[src/rtl/fetch_if.sv]
// Fetch unit bus bundle: instruction-memory read handshake plus the
// instruction/PC exchange with the control unit.
// master: the fetch unit side. slave: the memory/control side.
interface fetch_if;
  logic        mem_req;
  logic [15:0] mem_addr;
  logic        mem_ack;
  logic [15:0] mem_rdata;
  logic [15:0] instr;
  logic        instr_valid;
  logic        retire;
  logic        set_pc;
  logic [15:0] jump_target;
  logic [15:0] pc;
  logic        fetch_fault;

  modport master (
    output mem_req, mem_addr, instr, instr_valid, pc, fetch_fault,
    input  mem_ack, mem_rdata, retire, set_pc, jump_target
  );

  modport slave (
    input  mem_req, mem_addr, instr, instr_valid, pc, fetch_fault,
    output mem_ack, mem_rdata, retire, set_pc, jump_target
  );
endinterface

[src/rtl/fetch_unit.sv]
// Instruction fetch unit: requests the word at pc, latches it on ack, holds
// it for the control unit until retire, then advances pc (or jumps).
// Optional build macro FETCH_TIMEOUT_EN adds a fetch watchdog that parks the
// unit in a sticky FAULT state when memory fails to ack within
// TIMEOUT_CYCLES cycles; only reset leaves FAULT.
module fetch_unit #(
  parameter logic [15:0] RESET_PC       = 16'h0000,
  parameter logic [7:0]  TIMEOUT_CYCLES = 8'd255
) (
  input logic     clk,
  input logic     rst,
  fetch_if.master bus
);

  typedef enum logic [1:0] {
    FETCH = 2'd0,
    HOLD  = 2'd1,
    FAULT = 2'd2
  } state_t;

  state_t      state;
  logic [15:0] pc_r;
  logic [15:0] instr_r;
  logic        valid_r;

`ifdef FETCH_TIMEOUT_EN
  logic        fault_r;
  logic [7:0]  wait_cnt;

  // Fetch FSM with watchdog: ack on the limit edge beats the fault.
  always_ff @(posedge clk or posedge rst) begin
    if (rst) begin
      state    <= FETCH;
      pc_r     <= RESET_PC;
      instr_r  <= 16'h0000;
      valid_r  <= 1'b0;
      fault_r  <= 1'b0;
      wait_cnt <= 8'd0;
    end else begin
      case (state)
        FETCH: begin
          if (bus.mem_ack) begin
            instr_r <= bus.mem_rdata;
            valid_r <= 1'b1;
            state   <= HOLD;
          end else if (wait_cnt == TIMEOUT_CYCLES - 8'd1) begin
            fault_r <= 1'b1;
            state   <= FAULT;
          end else begin
            wait_cnt <= wait_cnt + 8'd1;
          end
        end
        HOLD: begin
          if (bus.retire) begin
            pc_r     <= bus.set_pc ? bus.jump_target : pc_r + 16'd1;
            valid_r  <= 1'b0;
            wait_cnt <= 8'd0;
            state    <= FETCH;
          end
        end
        FAULT:   state <= FAULT;
        default: state <= FETCH;
      endcase
    end
  end

  assign bus.fetch_fault = fault_r;
`else
  logic unused_cfg;
  assign unused_cfg = ^TIMEOUT_CYCLES;

  // Fetch FSM without watchdog: FETCH waits for ack indefinitely.
  always_ff @(posedge clk or posedge rst) begin
    if (rst) begin
      state   <= FETCH;
      pc_r    <= RESET_PC;
      instr_r <= 16'h0000;
      valid_r <= 1'b0;
    end else begin
      case (state)
        FETCH: begin
          if (bus.mem_ack) begin
            instr_r <= bus.mem_rdata;
            valid_r <= 1'b1;
            state   <= HOLD;
          end
        end
        HOLD: begin
          if (bus.retire) begin
            pc_r    <= bus.set_pc ? bus.jump_target : pc_r + 16'd1;
            valid_r <= 1'b0;
            state   <= FETCH;
          end
        end
        default: state <= FETCH;
      endcase
    end
  end

  assign bus.fetch_fault = 1'b0;
`endif

  // Request is masked by rst so nothing is issued while reset is held.
  assign bus.mem_req     = (state == FETCH) && !rst;
  assign bus.mem_addr    = pc_r;
  assign bus.pc          = pc_r;
  assign bus.instr       = instr_r;
  assign bus.instr_valid = valid_r;

endmodule
[src/flat_wrapper.sv]
// flat-port wrapper written by rule: the top's interface ports become plain ports
module fetch_unit_flat 
#(
  parameter logic [15:0] RESET_PC       = 16'h0000,
  parameter logic [7:0]  TIMEOUT_CYCLES = 8'd255
)
  (clk, rst, bus_mem_req, bus_mem_addr, bus_instr, bus_instr_valid, bus_pc, bus_fetch_fault, bus_mem_ack, bus_mem_rdata, bus_retire, bus_set_pc, bus_jump_target);
  fetch_if bus_i ();
  input logic clk;
  input logic rst;
  output wire logic [$bits(bus_i.mem_req)-1:0] bus_mem_req;
  output wire logic [$bits(bus_i.mem_addr)-1:0] bus_mem_addr;
  output wire logic [$bits(bus_i.instr)-1:0] bus_instr;
  output wire logic [$bits(bus_i.instr_valid)-1:0] bus_instr_valid;
  output wire logic [$bits(bus_i.pc)-1:0] bus_pc;
  output wire logic [$bits(bus_i.fetch_fault)-1:0] bus_fetch_fault;
  input wire logic [$bits(bus_i.mem_ack)-1:0] bus_mem_ack;
  input wire logic [$bits(bus_i.mem_rdata)-1:0] bus_mem_rdata;
  input wire logic [$bits(bus_i.retire)-1:0] bus_retire;
  input wire logic [$bits(bus_i.set_pc)-1:0] bus_set_pc;
  input wire logic [$bits(bus_i.jump_target)-1:0] bus_jump_target;
  assign bus_mem_req = bus_i.mem_req;
  assign bus_mem_addr = bus_i.mem_addr;
  assign bus_instr = bus_i.instr;
  assign bus_instr_valid = bus_i.instr_valid;
  assign bus_pc = bus_i.pc;
  assign bus_fetch_fault = bus_i.fetch_fault;
  assign bus_i.mem_ack = bus_mem_ack;
  assign bus_i.mem_rdata = bus_mem_rdata;
  assign bus_i.retire = bus_retire;
  assign bus_i.set_pc = bus_set_pc;
  assign bus_i.jump_target = bus_jump_target;
  fetch_unit #(.RESET_PC(RESET_PC), .TIMEOUT_CYCLES(TIMEOUT_CYCLES)) u_core (.clk(clk), .rst(rst), .bus(bus_i));
endmodule
[config.mk]
export PLATFORM = sky130hd
export DESIGN_NAME = fetch_unit_flat
export DESIGN_NICKNAME = d
export VERILOG_FILES = /design/src/rtl/fetch_if.sv /design/src/rtl/fetch_unit.sv /design/src/flat_wrapper.sv
export SDC_FILE = /design/constraint.sdc
export NUM_CORES = 1
export LEC_CHECK = 0
export CORE_ASPECT_RATIO = 0.75
export CORE_MARGIN = 2
export CORE_UTILIZATION = 41
export DETAILED_ROUTE_END_ITERATION = 16
export MAX_ROUTING_LAYER = met4
export PLACE_DENSITY = 0.81
export REMOVE_ABC_BUFFERS = 1
export SYNTH_ARGS = -nofsm -noshare
export SYNTH_HDL_FRONTEND = slang
export SYNTH_SLANG_ARGS = --single-unit
[constraint.sdc]
create_clock -name clk -period 1.7 [get_ports clk]
set_input_delay 0.255 -clock clk [delete_from_list [all_inputs] [get_ports clk]]
set_output_delay 0.255 -clock clk [all_outputs]
set_load 0.02 [all_outputs]
==> metrics.md, run 1 <==
| Metric | Value |
|---|---|
| Fmax | 0.603 GHz |
| Starting density of the core | 43.8% |
| Layout area overhead | 55.3% |
| Dpl cell area | 2690 um^2 |
| Clock slew at reported path FFs | 70 ps |
| Final Cycle Share | 97.6% |
| TNS Setup | 0 ps |
| Final instance area | 2820 um^2 |
| Max FO, Critical Path | 7 |
| DP HPWL | 3.67 mm |
| Cell variety after synth | 37 |
| CTS Sinks | 33 |
| Number of I/O port buffers | 86 |
| Global-route wire length before repair | 8.00 mm |
| DIE AREA | 4990 um^2 |
| Pins Over Slew Limit | 0 |
| Final nets | 297 |
| Hold Violations, Final | 0 |
| Detailed-route DRC error count | 0 |
| Final min period | 1660 ps |
| Synth Register Bits | 33 |
| Gate power share | 46.3% |
| Root Buffer | clkbuf_8 |
| Sequential share of power | 35.9% |
| Worst path max stage delay | 650 ps |
| Setup crit end kind | output port |
| Number of CTS-inserted buffers | 5 |
| CTS H-tree lvls | 2 |
| Fin util | 68.0% |
| Static Leak | 1.26 nW |
| VDD IR max | 0.857 mV |
| Die Y | 61.7 um |
| Reg2Reg Setup Slack | 140 ps |
| Core ar. | 4150 um^2 |
| Seq/Total Area, Yosys | 45.4% |
| Max-cap viol count | 0 |
| Hold Path Class | input port to asynchronous set/reset pin |
| Syn avg cell area | 10.2 um^2 |
| Routed WL per cell | 16.0 um |
| Unrepaired setup endpoints after global routing | no |
| Die Span X | 80.9 um |
| Worst Setup Start Kind | flip-flop |
| Pin count of the biggest net entering global routing | 34 |
| Vias in the first global route | 1629 |
| Fin Clk Skew | 3.41 ps |
| Endpoints failing setup | 0 |
| GRT Util Overall | 22.3% |
| Vias | 1716 |
| Critical Setup Path Class | flip-flop to output port |
| Final total power | 0.00339 W |
| CTS tree | done |
| Vias per inst | 5.46 |
| Initial antenna violation count | 0 |
| Clock power share | 17.8% |
| Clock Latency Late Sink | 290 ps |
| I/O pins | 88 |
| Synth Cell Area | 1820 um^2 |
| Critical Path RT | 1440 ps |
| Mapped Cells | 179 |
| CP Buf/Inv Count | 1 |
| Share of cells above drive strength 1 | 19.3% |
| Crit-path slowest cell | clkdlybuf4s50_1 |
| CTS max path bufs | 2 |
| Sw frac | 37.9% |
| Crit path DAT | 1400 ps |
| ANT cells | 0 |
| Routability cong. | 0.788 |
| Total Routed Length | 5.04 mm |
| Antenna-violating nets left | 0 |
| Int Pwr | 0.00211 W |
| # rows | 20 |
| Cell family with most CP delay | buffers and inverters |
| Drt initial violations | 95 |
| Yosys warnings | 0 |
| Psw | 0.00129 W |
| PwrDens | 1200 nW/um^2 |
| Gr ovfl total | 0 |
| First-pass detailed-route iteration total | 4 |
| Critical-path cell list | clkdlybuf4s50_1 |
| Outcome | finished clean |
-- per-layer routing --
layer	up-vias	wire length [um]	global-route usage, %	part of all wire [%]
met5	-	0	-	0
met4	0	83	8.23	1.6
met3	11	362	6.30	7.2
met2	72	2510	34.4	50
met1	838	2080	28.3	41
li1	795	-	-	-
-- cell type report --
type | count | area [um^2]
Tap cell | 55 | 68.8
Sequential cell | 33 | 830
Timing Repair Buffer | 99 | 1000
Inverter | 5 | 18.8
Clock buffer | 7 | 86.3
Fill cell | 342 | 1330
Multi-Input combinational cell | 115 | 816
-- Yosys cell counts --
library cell / count / area (um^2)
and4_2: 1 / 10.0
nand3_4: 1 / 17.5
dfrtp_1: 33 / 826
a31o_2: 1 / 8.76
conb_1: 1 / 3.75
a311oi_1: 2 / 17.5
o2bb2ai_1: 5 / 43.8
nand4_2: 1 / 12.5
inv_1: 5 / 18.8
clkbuf_1: 2 / 7.51
a2bb2oi_1: 1 / 8.76
nor2b_1: 1 / 6.26
ha_1: 1 / 12.5
mux2i_1: 3 / 30.0
nand3_1: 6 / 30.0
a22oi_1: 2 / 15.0
nor2_1: 14 / 52.6
nor4_1: 4 / 25.0
o21ai_0: 11 / 55.1
buf_2: 5 / 25.0
o22ai_1: 4 / 25.0
nor3b_1: 2 / 15.0
a31oi_1: 1 / 6.26
nor3_1: 4 / 20.0
and3_1: 2 / 12.5
o41ai_1: 1 / 8.76
a41o_1: 1 / 10.0
buf_6: 2 / 22.5
and2_1: 1 / 6.26
a211oi_1: 1 / 7.51
mux2_2: 18 / 203
nand4_1: 3 / 18.8
nor3_2: 1 / 10.0
a21oi_1: 12 / 60.1
nand2_1: 8 / 30.0
and4_1: 1 / 8.76
buf_4: 17 / 128
-- power groups by stage --
stage	Clock (W)	Combinational, W	Sequential, W
floorplan	0	0.000338	0.00158
global placement	0	0.00158	0.00121
detailed placement	0	0.00160	0.00122
CTS	0.000613	0.00158	0.00121
global route	0.000646	0.00168	0.00125
finish	0.000606	0.00157	0.00122
-- sequential cells by signal (all words and copies together), names as in the netlist --
| register | flops |
|---|---|
| u_core.bus.mem_addr | 16 |
| u_core.bus.instr | 16 |
| u_core.bus.instr_valid | 1 |
-- worst paths after layout --
path                                         from                endpoint  depth (start not counted)
min in group clk              u_core.bus.instr[1]     u_core.bus.instr[1]                          1
max in group asynchronous                     rst  u_core.bus.mem_addr[7]                          3
min                                           rst     u_core.bus.instr[0]                          3
min reg2reg                   u_core.bus.instr[1]     u_core.bus.instr[1]                          1
max reg2reg                u_core.bus.mem_addr[1]  u_core.bus.mem_addr[8]                          6
max                        u_core.bus.mem_addr[4]               bus_pc[4]                          1
-- cells in the final DEF (no fill, tap or decap), types with 3 or more instances in the layout --
cell | synthesis | layout
a21oi_1 | 12 | 11
buf_4 | 17 | 11
clkbuf_8 | 0 | 6
clkdlybuf4s50_1 | 0 | 67
dfrtp_1 | 33 | 30
dfrtp_2 | 0 | 3
dlygate4sd2_1 | 0 | 7
dlymetal6s2s_1 | 0 | 12
inv_1 | 5 | 5
mux2_2 | 18 | 18
mux2i_1 | 3 | 3
nand2_1 | 8 | 8
nand3_1 | 6 | 6
nand4_1 | 3 | 3
nor2_1 | 14 | 14
nor3_1 | 4 | 4
nor4_2 | 0 | 3
o21ai_0 | 11 | 11
o22ai_1 | 4 | 4
o2bb2ai_1 | 5 | 5
-- logic make-up (layout without fill, tap and decap cells) --
logic type,count (synthesis),after routing,synth area share (%)
and+or+nand+nor,50,50,15.1
AOI/OAI and AO/OA,42,42,14.7
DFF,33,33,45.4
buffers and inverters,31,111,11.1
muxes,21,21,12.8
adders and majority gates,1,1,0.688
other,1,1,0.206
-- per-stage QoR --
step           hold WS [ps]  std cells  setup slack [ps]
4_1_cts                 402        314              7.20
3_3_place_gp            490        307              88.3
2_1_floorplan           380        153              -109
6_report                383        314              40.6
5_1_grt                 461        314              1.95
3_5_place_dp            494        307              55.6
-- timing repair --
action,in CTS,in global routing
endpoints found under the setup margin,9,18
gates resized for setup,9,18
setup buffers,0,0
hold buffers,0,0
pin swaps,0,1
No activity file was read; power rests on OpenSTA's default activity.
==> inputs of run 2 (changes only) <==
Settings changed: PLACE_DENSITY 0.81 to 0.79, SLEW_MARGIN set to 10.
==> run 2 against run 1 <==
  * Routed wire length down 2.0%
  * Largest cell class unchanged
  * Setup slack worse by 1.4 ps
  * Core utilization up 0.69 points
  * Largest power group unchanged
  * Sequential power down 4%
  * Global-route usage down 0.78 points
  * First-iteration DRC count down 7.4%
  * Register-to-register slack worse by 30 ps
==> metrics.md, run 2 (synthesis results as in run 1) <==
| Metric | Value |
|---|---|
| TNS Setup | 0 ps (unchanged) |
| Critical Setup Path Class | flip-flop to output port |
| VDD IR max | 0.712 mV (-17%) |
| Most frequent cells in the layout | 73 x clkdlybuf4s50_1, 33 x dfrtp_1, 18 x mux2_2, 14 x nor2_1, 12 x a21oi_1 |
| Sw frac | 36.1% (-1.8 points) |
| Crit-path slowest cell | clkdlybuf4s50_1 |
| Outcome | finished clean |
| Psw | 0.00128 W (-0.11%) |
| GRT Util Overall | 21.5% (-0.78 points) |
| Vias | 1667 (-2.9%) |
| Worst Setup Start Kind | flip-flop |
| DIE AREA | 4990 um^2 (unchanged) |
| CTS tree | done |
| Fin Clk Skew | 2.75 ps (-0.663 ps) |
| Die Y | 61.7 um (unchanged) |
| Pin count of the biggest net entering global routing | 34 (unchanged) |
| Total Routed Length | 4.94 mm (-2.0%) |
| Routability cong. | 0.799 (+1.4%) |
| Gr ovfl total | 0 (unchanged) |
| Antenna-violating nets left | 0 (unchanged) |
| Clock power share | 21.6% (+3.8 points) |
| Core ar. | 4150 um^2 (unchanged) |
| Fmax | 0.602 GHz (about the same) |
| Unrepaired setup endpoints after global routing | no |
| Worst path max stage delay | 660 ps (about the same) |
| Hold Path Class | input port to asynchronous set/reset pin |
| Routed WL per cell | 15.6 um (-2.6%) |
| Leading cell type in the layout, fill and taps excluded | clkdlybuf4s50_1 |
| Worst slack, placed | 63.8 ps (+8.24 ps) |
| Drt initial violations | 88 (-7.4%) |
| Endpoints failing setup | 0 (unchanged) |
| Number of CTS-inserted buffers | 5 (unchanged) |
| CTS Sinks | 33 (unchanged) |
| Cell family with most CP delay | buffers and inverters |
| CP Buf/Inv Count | 1 (unchanged) |
| Crit. Startpoint | u_core.bus.mem_addr[7] |
| ANT cells | 0 (unchanged) |
| Max-cap viol count | 0 (unchanged) |
| Setup crit end kind | output port |
| Fin util | 68.7% (+0.69 points) |
| Clock Latency Late Sink | 280 ps (about the same) |
| Gate power share | 45.4% (-0.9 points) |
| I/O pins | 88 (unchanged) |
| WHS | 400 ps (+16.7 ps) |
| Filler cell count in the final layout | 334 (-2.3%) |
| R2r startpoint | u_core.bus.mem_addr[0] |
| CTS H-tree lvls | 2 (unchanged) |
| # rows | 20 (unchanged) |
| Crit path DAT | 1410 ps (about the same) |
| Hold Violations, Final | 0 (unchanged) |
| First-pass detailed-route iteration total | 5 (+1) |
| PwrDens | 1250 nW/um^2 (+3.7%) |
| Static Leak | 1.22 nW (-2.6%) |
| Critical Path RT | 1440 ps (about the same) |
| Setup WS post-layout | 39.2 ps (-1.36 ps) |
| Share of cells above drive strength 1 | 18.4% (-0.91 points) |
| Vias in the first global route | 1613 (-0.98%) |
| Number of I/O port buffers | 86 (unchanged) |
| Global-route wire length before repair | 7.82 mm (-2.2%) |
| Post-CTS Setup Inserts | 0 (unchanged) |
| Int Pwr | 0.00227 W (+7.8%) |
| Final Cycle Share | 97.7% (about the same) |
| Sequential share of power | 33.0% (-2.9 points) |
| Final nets | 298 (+0.34%) |
| Clock slew at reported path FFs | 70 ps (about the same) |
| Detailed-route DRC error count | 0 (unchanged) |
| Max FO, Critical Path | 5 (-2) |
| Pins Over Slew Limit | 0 (unchanged) |
| Starting density of the core | 43.8% (unchanged) |
| Layout area overhead | 56.9% |
| Root Buffer | clkbuf_8 |
| Vias per inst | 5.28 (-3.5%) |
| CTS max path bufs | 2 (unchanged) |
| Critical-path cell list | clkdlybuf4s50_1 |
| Final min period | 1660 ps (+1.36 ps) |
| Initial antenna violation count | 0 (unchanged) |
| DP HPWL | 3.61 mm (-1.7%) |
| Die Span X | 80.9 um (unchanged) |
-- run 2: cell types whose count changed in the layout (fill, tap and decap cells not counted), sizes merged --
cell           before  now
clkinvlp            0    1
clkdlybuf4s50      67   73
clkbuf              7    6
dlymetal6s2s       12    6
buf                13   14
bufinv              0    1
-- run 2: routing by layer --
| layer | GRT usage, % | vias up | wire, um |
|---|---|---|---|
| met5 | - | - | 0 |
| met1 | 28.4 | 812 | 2270 |
| met4 | 5.81 | 0 | 43 |
| li1 | - | 802 | - |
| met3 | 3.96 | 7 | 215 |
| met2 | 34.5 | 46 | 2410 |
-- run 2: worst paths after layout --
kind / slack, ps / depth (start not counted) / endpoint
min: 400 / 3 / u_core.bus.instr[13]
max reg2reg: 110 / 5 / u_core.bus.mem_addr[10]
min reg2reg: 510 / 1 / u_core.bus.instr[5]
max: 40 / 1 / bus_pc[7]
min in group clk: 510 / 1 / u_core.bus.instr[5]
max in group asynchronous: 990 / 3 / u_core.bus.mem_addr[3]
-- run 2: final cells by class --
type | count | area (um^2) | area share (%)
multi-input combinational | 115 | 810 | 28.4
clock buffer | 6 | 82.6 | 2.89
tap | 55 | 68.8 | 2.41
clock inverter | 2 | 37.5 | 1.32
timing repair buffer | 100 | 1010 | 35.4
sequential | 33 | 826 | 28.9
inverter | 5 | 18.8 | 0.658
-- run 2: repair_timing --
action                                  4_1_cts  5_1_grt
pin swaps                                     0        1
hold buffers                                  0        0
endpoints found under the setup margin        7        8
gates cloned                                  0        0
resized for setup                             7        9
-- run 2: power groups by stage --
stage,clock network (W),logic (W),registers (W)
final,0.000769,0.00161,0.00117
after global routing,0.000822,0.00172,0.00120
after CTS,0.000786,0.00163,0.00117
after detailed placement,0,0.00165,0.00119
after global placement,0,0.00163,0.00117
after floorplan,0,0.000338,0.00158
-- run 2: per-stage QoR --
step           cell area, um^2  std cells  total power [W]
5_1_grt                   2850        316          0.00375
2_1_floorplan             1640        153          0.00191
3_5_place_dp              2710        308          0.00284
4_1_cts                   2820        316          0.00358
3_3_place_gp              2710        308          0.00280
6_report                  2850        316          0.00356
==> RTL edit 1, RTL diff (config.mk and constraints of run 1) <==
The 3 states of `state_t` get a one-hot encoding in 3 bits.
--- a/src/rtl/fetch_unit.sv
+++ b/src/rtl/fetch_unit.sv
@@ -13,8 +13,8 @@
 );
 
-  typedef enum logic [1:0] {
-    FETCH = 2'd0,
-    HOLD  = 2'd1,
-    FAULT = 2'd2
+  typedef enum logic [2:0] {
+    FETCH = 3'b001,
+    HOLD  = 3'b010,
+    FAULT = 3'b100
   } state_t;
 
Check against the original RTL: same outputs for any inputs over 10 cycles, from zero or initial values and one cycle with rst high; not proved beyond that.
==> RTL edit 1 against run 1 <==
Final area up 5.1%. Global-route usage down 1.9 points. Routed wire length down 2.8%. Clock skew down 1.3 ps. Count of clock-buffer cells in the layout down 1. Synthesized area up 4.1%. Sequential cell count up 2. Synthesized cell count up 5.6%. Sequential share of layout area up 0.19 points. Power up 21%. Setup slack better by 17 ps.
==> RTL edit 1: results (changes against run 1) <==
Run status
  • Run status: finished, final reports clean

Clock tree
  • CTS max path bufs: 2 (unchanged)
  • Root Driver: clkbuf_8
  • Total CTS buffers: 5 (unchanged)
  • Worst skew pair latency: ~280 ps
  • PostCTS Resize Cnt: 3 (-6)

Worst setup path
  • CP endpoint: bus_mem_addr[9]
  • CP startpoint: u_core.bus.mem_addr[9]
  • Reg2Reg Depth: 6 (unchanged)
  • CP Max Fanout: 6 (-1)
  • Crit Reg-Reg Startpoint: u_core.bus.mem_addr[0]
  • R2R Path End: u_core.bus.mem_addr[12]
  • Reg2reg setup slack: 110 ps (-30 ps)
  • CP peak stage delay: 650 ps (about the same)
  • Slowest CP cell: clkdlybuf4s50_1
  • Crit path max-delay family: buffers and inverters

Synth
  • Fraction of registers with async set/reset: 1.00 (unchanged)
  • Top cells by area, synth: dfrtp_1 45%, mux2_2 10%, buf_4 7.1%
  • YS warnings: 0 (unchanged)
  • Top cells by count, synth: 34 x dfrtp_1, 18 x buf_4, 17 x mux2_2, 16 x nand2_1, 10 x a21oi_1
  • Post-synth cell types: 42 (+14%)
  • Register area share after synthesis: 0.464 (+0.00939)
  • Ys flop type: dfrtp_1
  • Cells after synthesis: 189 (+5.6%)

Cells and area
  • Share of post-route cells with drive strength above 1: 0.191 (-0.00240)
  • Filler cells: 368 (+7.6%)
  • Number of diodes: 0 (unchanged)
  • NumNets Final: 316 (+6.4%)

Global route
  • Vias in the first global route: 1689 (+3.7%)
  • Initial antenna violation count: 0 (unchanged)
  • First-pass GRT wire length: 7970 um (-0.44%)
  • Largest net degree at the start of global routing: 21 (-38%)
  • GR Util All Layers: 0.204 (-0.0189)

Route
  • Routed wire length: 4900 um (-2.8%)
  • Routed vias/inst: 5.29 (-3.2%)
  • Detailed Route Iter0 Violations: 102 (+7.4%)
  • Routed length per instance: 14.6 um (-8.9%)
  • DRT Pass-1 Iters: 4 (unchanged)

STA
  • Final Skew: 2.13 ps (-1.28 ps)
  • Min setup slack post-route: 57.4 ps (+16.7 ps)

Placed design
  • Placed Cells: 328 (+6.8%)
  • DPL Wire Length: 3770 um (+2.5%)
  • Pre-CTS setup slack: -93.3 ps (-149 ps)
  • Routability cong.: 0.882 (+12%)

Power and ir drop
  • Static Leakage: 1.34 nW (+7.0%)
  • Worst vdd ir: 0.00104 V (+21%)

Min path
  • Worst Hold Class: in -> async
RTL edit 1: cell types whose count changed after synthesis, moves of 2 or more:
cell       change
nand2b_1       +2
a21oi_1        -2
o21ai_0        -3
o31ai_1        +2
o2bb2ai_1      -4
or3_1          +2
nand2_1        +8
buf_6          -2
nor3_1         +2
nand3_1        +3
a211oi_1       +2
nor2_1         -5
RTL edit 1: area by class of cell:
class                      count  share of cell area
clock buffer                   6              0.0278
clock inverter                 1             0.00169
inverter                       6             0.00759
multi-input combinational    122               0.278
sequential                    35               0.296
tap                           57              0.0240
timing repair buffer         108               0.365
RTL edit 1: power breakdown:
group / leakage, nW / switching, W / internal, W
Sequential: 0.421 / 0.000221 / 0.00113
Clock: 0.0470 / 0.000279 / 0.000317
Combinational: 0.877 / 0.00105 / 0.00112
Total: 1.34 / 0.00155 / 0.00257
RTL edit 1: cells by family (layout without fill, tap and decap cells):
| family | count (synthesis) | count (layout) | synth area share |
|---|---|---|---|
| compound gates | 40 | 40 | 0.136 |
| fa+ha+maj | 1 | 1 | 0.00661 |
| buf+inv | 32 | 121 | 0.103 |
| flops | 35 | 35 | 0.464 |
| mux | 19 | 19 | 0.112 |
| other cells | 1 | 1 | 0.00198 |
| simple gates | 61 | 61 | 0.177 |
RTL edit 1: routing by layer:
| metal | routed length, um | track usage | vias up |
|---|---|---|---|
| met5 | 0 | - | - |
| met4 | 30 | 0.0438 | 0 |
| met3 | 435 | 0.0506 | 5 |
| met2 | 2270 | 0.295 | 97 |
| met1 | 2160 | 0.289 | 831 |
| li1 | - | - | 839 |
RTL edit 1: worst reg2reg max path: stages (launching register included):
cell	delay [ps]
dfrtp_1	380
ha_1	220
nand2_1	120
buf_4	180
nor2_1	200
a311oi_1	130
a311oi_1	260
RTL edit 1: how the worst min path moves through the flow:
stage	depth (start not counted)	to	slack (ps)	startpoint
after CTS	2	u_core.bus.instr_valid	310	rst
after global routing	2	u_core.bus.instr_valid	350	rst
after global placement	2	u_core.bus.instr_valid	470	u_core.bus.instr_valid
final	2	u_core.bus.instr_valid	310	rst
after detailed placement	2	u_core.bus.instr_valid	470	u_core.bus.instr_valid
after floorplan	2	u_core.bus.mem_addr[0]	390	bus_set_pc
RTL edit 1: metrics by stage:
step / hold WS [ps] / util / area (um^2)
6_report: 315 / 0.668 / 2970
5_1_grt: 345 / 0.668 / 2970
3_5_place_dp: 475 / 0.643 / 2860
4_1_cts: 310 / 0.662 / 2940
3_3_place_gp: 465 / 0.643 / 2860
2_1_floorplan: 388 / - / 1720
==> RTL edit 2, RTL diff (flow settings as in run 1) <==
Without the edit above. Build with the macro `FETCH_TIMEOUT_EN` defined.
--- a/src/rtl/fetch_unit.sv
+++ b/src/rtl/fetch_unit.sv
@@ -4,4 +4,6 @@
 // unit in a sticky FAULT state when memory fails to ack within
 // TIMEOUT_CYCLES cycles; only reset leaves FAULT.
+`define FETCH_TIMEOUT_EN
+
 module fetch_unit #(
   parameter logic [15:0] RESET_PC       = 16'h0000,
Function: same outputs for any inputs over 10 cycles, from zero or initial values and one cycle with rst high; that may be too few to reach the edited logic, so the function may still have changed.
==> RTL edit 2 against run 1 <==
Cell count is 25% higher. Power rose by 21%. Final area rose by 21%. Routed wire length up 18%. Setup slack better by 21 ps. Synthesized area up 30%. Sequential cell count increased by 11. Non-clock buffer count grew 2. Utilization shrank 5.4 points. Register-to-register slack worse by 50 ps. Global-route usage is 2.5 points lower. Combinational power increased by 9%. Largest cell class is now sequential cells.
==> RTL edit 2: results (changes against run 1) <==
STA
  • Final Skew: 8.23 ps (+4.82 ps)
  • Fin. Hold Viols: 0 (unchanged)
  • Final hold slack: 314 ps (-69.1 ps)
  • F_max: 610 MHz (+1.3%)

Route
  • Routed vias/inst: 5.54 (+1.3%)
  • Detailed Route Iter0 Violations: 185 (+95%)
  • Routed wl met3: 387 um (+6.9%)
  • Routed wire length: 5950 um (+18%)
  • Met2 WL: 2800 um (+11%)
  • Routed length on met1: 2730 um (+31%)
  • DRT Pass-1 Iters: 4 (unchanged)
  • Routed vias: 2170 (+26%)

Cells and area
  • Filler cells: 455 (+33%)
  • NumNets Final: 356 (+20%)
  • Share of post-route cells with drive strength above 1: 0.148 (-0.0448)

Synth
  • Mean Syn Cell Area: 9.90 um^2 (-2.5%)
  • Post-synth cell types: 42 (+14%)
  • Post-synthesis compound-gate area fraction: 0.154 (+0.00729)
  • Post-Synth XOR/XNOR Area: 0.00370 (+0.00370)
  • Adder-cell share of the synthesized area: 0.0159 (+0.00898)
  • Top cells by area, synth: dfrtp_1 47%, mux2_2 7.6%, buf_4 5.4%
  • Register area share after synthesis: 0.465 (+0.0111)
  • Top cells by count, synth: 44 x dfrtp_1, 23 x o21ai_0, 17 x buf_4, 16 x mux2_2, 14 x a21oi_1
  • Ys flop type: dfrtp_1
  • Mux cell area share after synthesis: 0.0846 (-0.0434)

Worst setup path
  • Reg2reg setup slack: 90 ps (-50 ps)
  • Critical Path AT: 1380 ps (-20 ps)
  • CP Max Fanout: 6 (-1)
  • Crit Reg-Reg Startpoint: u_core.wait_cnt[1]
  • CP startpoint: u_core.bus.mem_addr[3]
  • CP peak stage delay: 600 ps (-50 ps)
  • Reg2Reg Depth: 5 (-1)
  • CP endpoint: bus_pc[3]
  • R2R Path End: u_core.wait_cnt[3]

Clock tree
  • Clock transition at the registers of the reported paths: 90 ps (+20 ps)
  • PostCTS Resize Cnt: 11 (+2)

Power and ir drop
  • Clock network power share: 0.205 (+0.027)
  • Static Leakage: 1.48 nW (+17%)
  • Worst vdd ir: 0.000688 V (-20%)
  • Power in the clock group: 0.000845 W (+39%)
  • Switching part of the total power: 0.361 (-0.0175)
  • Combinational Power Share: 0.415 (-0.048)

Placed design
  • Routability cong.: 0.789 (about the same)
  • Dpl cell area: 0.00326 mm^2 (+21%)
  • Pre-CTS setup slack: -84.3 ps (-140 ps)
  • DPL Wire Length: 4260 um (+16%)
  • Placed Cells: 382 (+24%)
  • IO Port Bufs: 87 (+1.2%)

Global route
  • Met3 Resource Use GR: 0.0489 (-0.0141)
  • Vias in the first global route: 2104 (+29%)
  • Largest net degree at the start of global routing: 45 (+32%)
  • GR Util All Layers: 0.198 (-0.0247)
  • Routing usage on met1: 0.267 (-0.0153)
  • Grt met2 use: 0.306 (-0.0380)
  • First-pass GRT wire length: 10100 um (+26%)

Run status
  • Run status: finished, final reports clean
RTL edit 2: cell types whose count changed after synthesis, moves of 3 or more:
cell,change
a21o_1,+3
and4_1,+4
clkbuf_1,+3
dfrtp_1,+11
nand2_1,+5
nand4_1,+3
nor3_1,+5
o21ai_0,+12
o22ai_1,-4
o2bb2ai_1,-5
or3_1,+11
RTL edit 2: kinds of logic (layout without fill, tap and decap cells):
logic type / Yosys count / after routing
AO/OA/AOI/OAI: 57 / 57
flip-flops: 44 / 44
XOR/XNOR: 1 / 1
multiplexers: 18 / 18
AND/OR/NAND/NOR: 80 / 80
adder cells (fa/ha/maj): 3 / 3
buffers and inverters: 36 / 114
RTL edit 2: final cells by class:
class / instances / area (um^2) / area share
inverter: 5 / 18.8 / 0.00548
timing repair buffer: 101 / 1020 / 0.299
sequential: 44 / 1110 / 0.323
clock buffer: 6 / 82.6 / 0.0241
tap: 75 / 93.8 / 0.0274
clock inverter: 2 / 38.8 / 0.0113
multi-input combinational: 159 / 1060 / 0.309
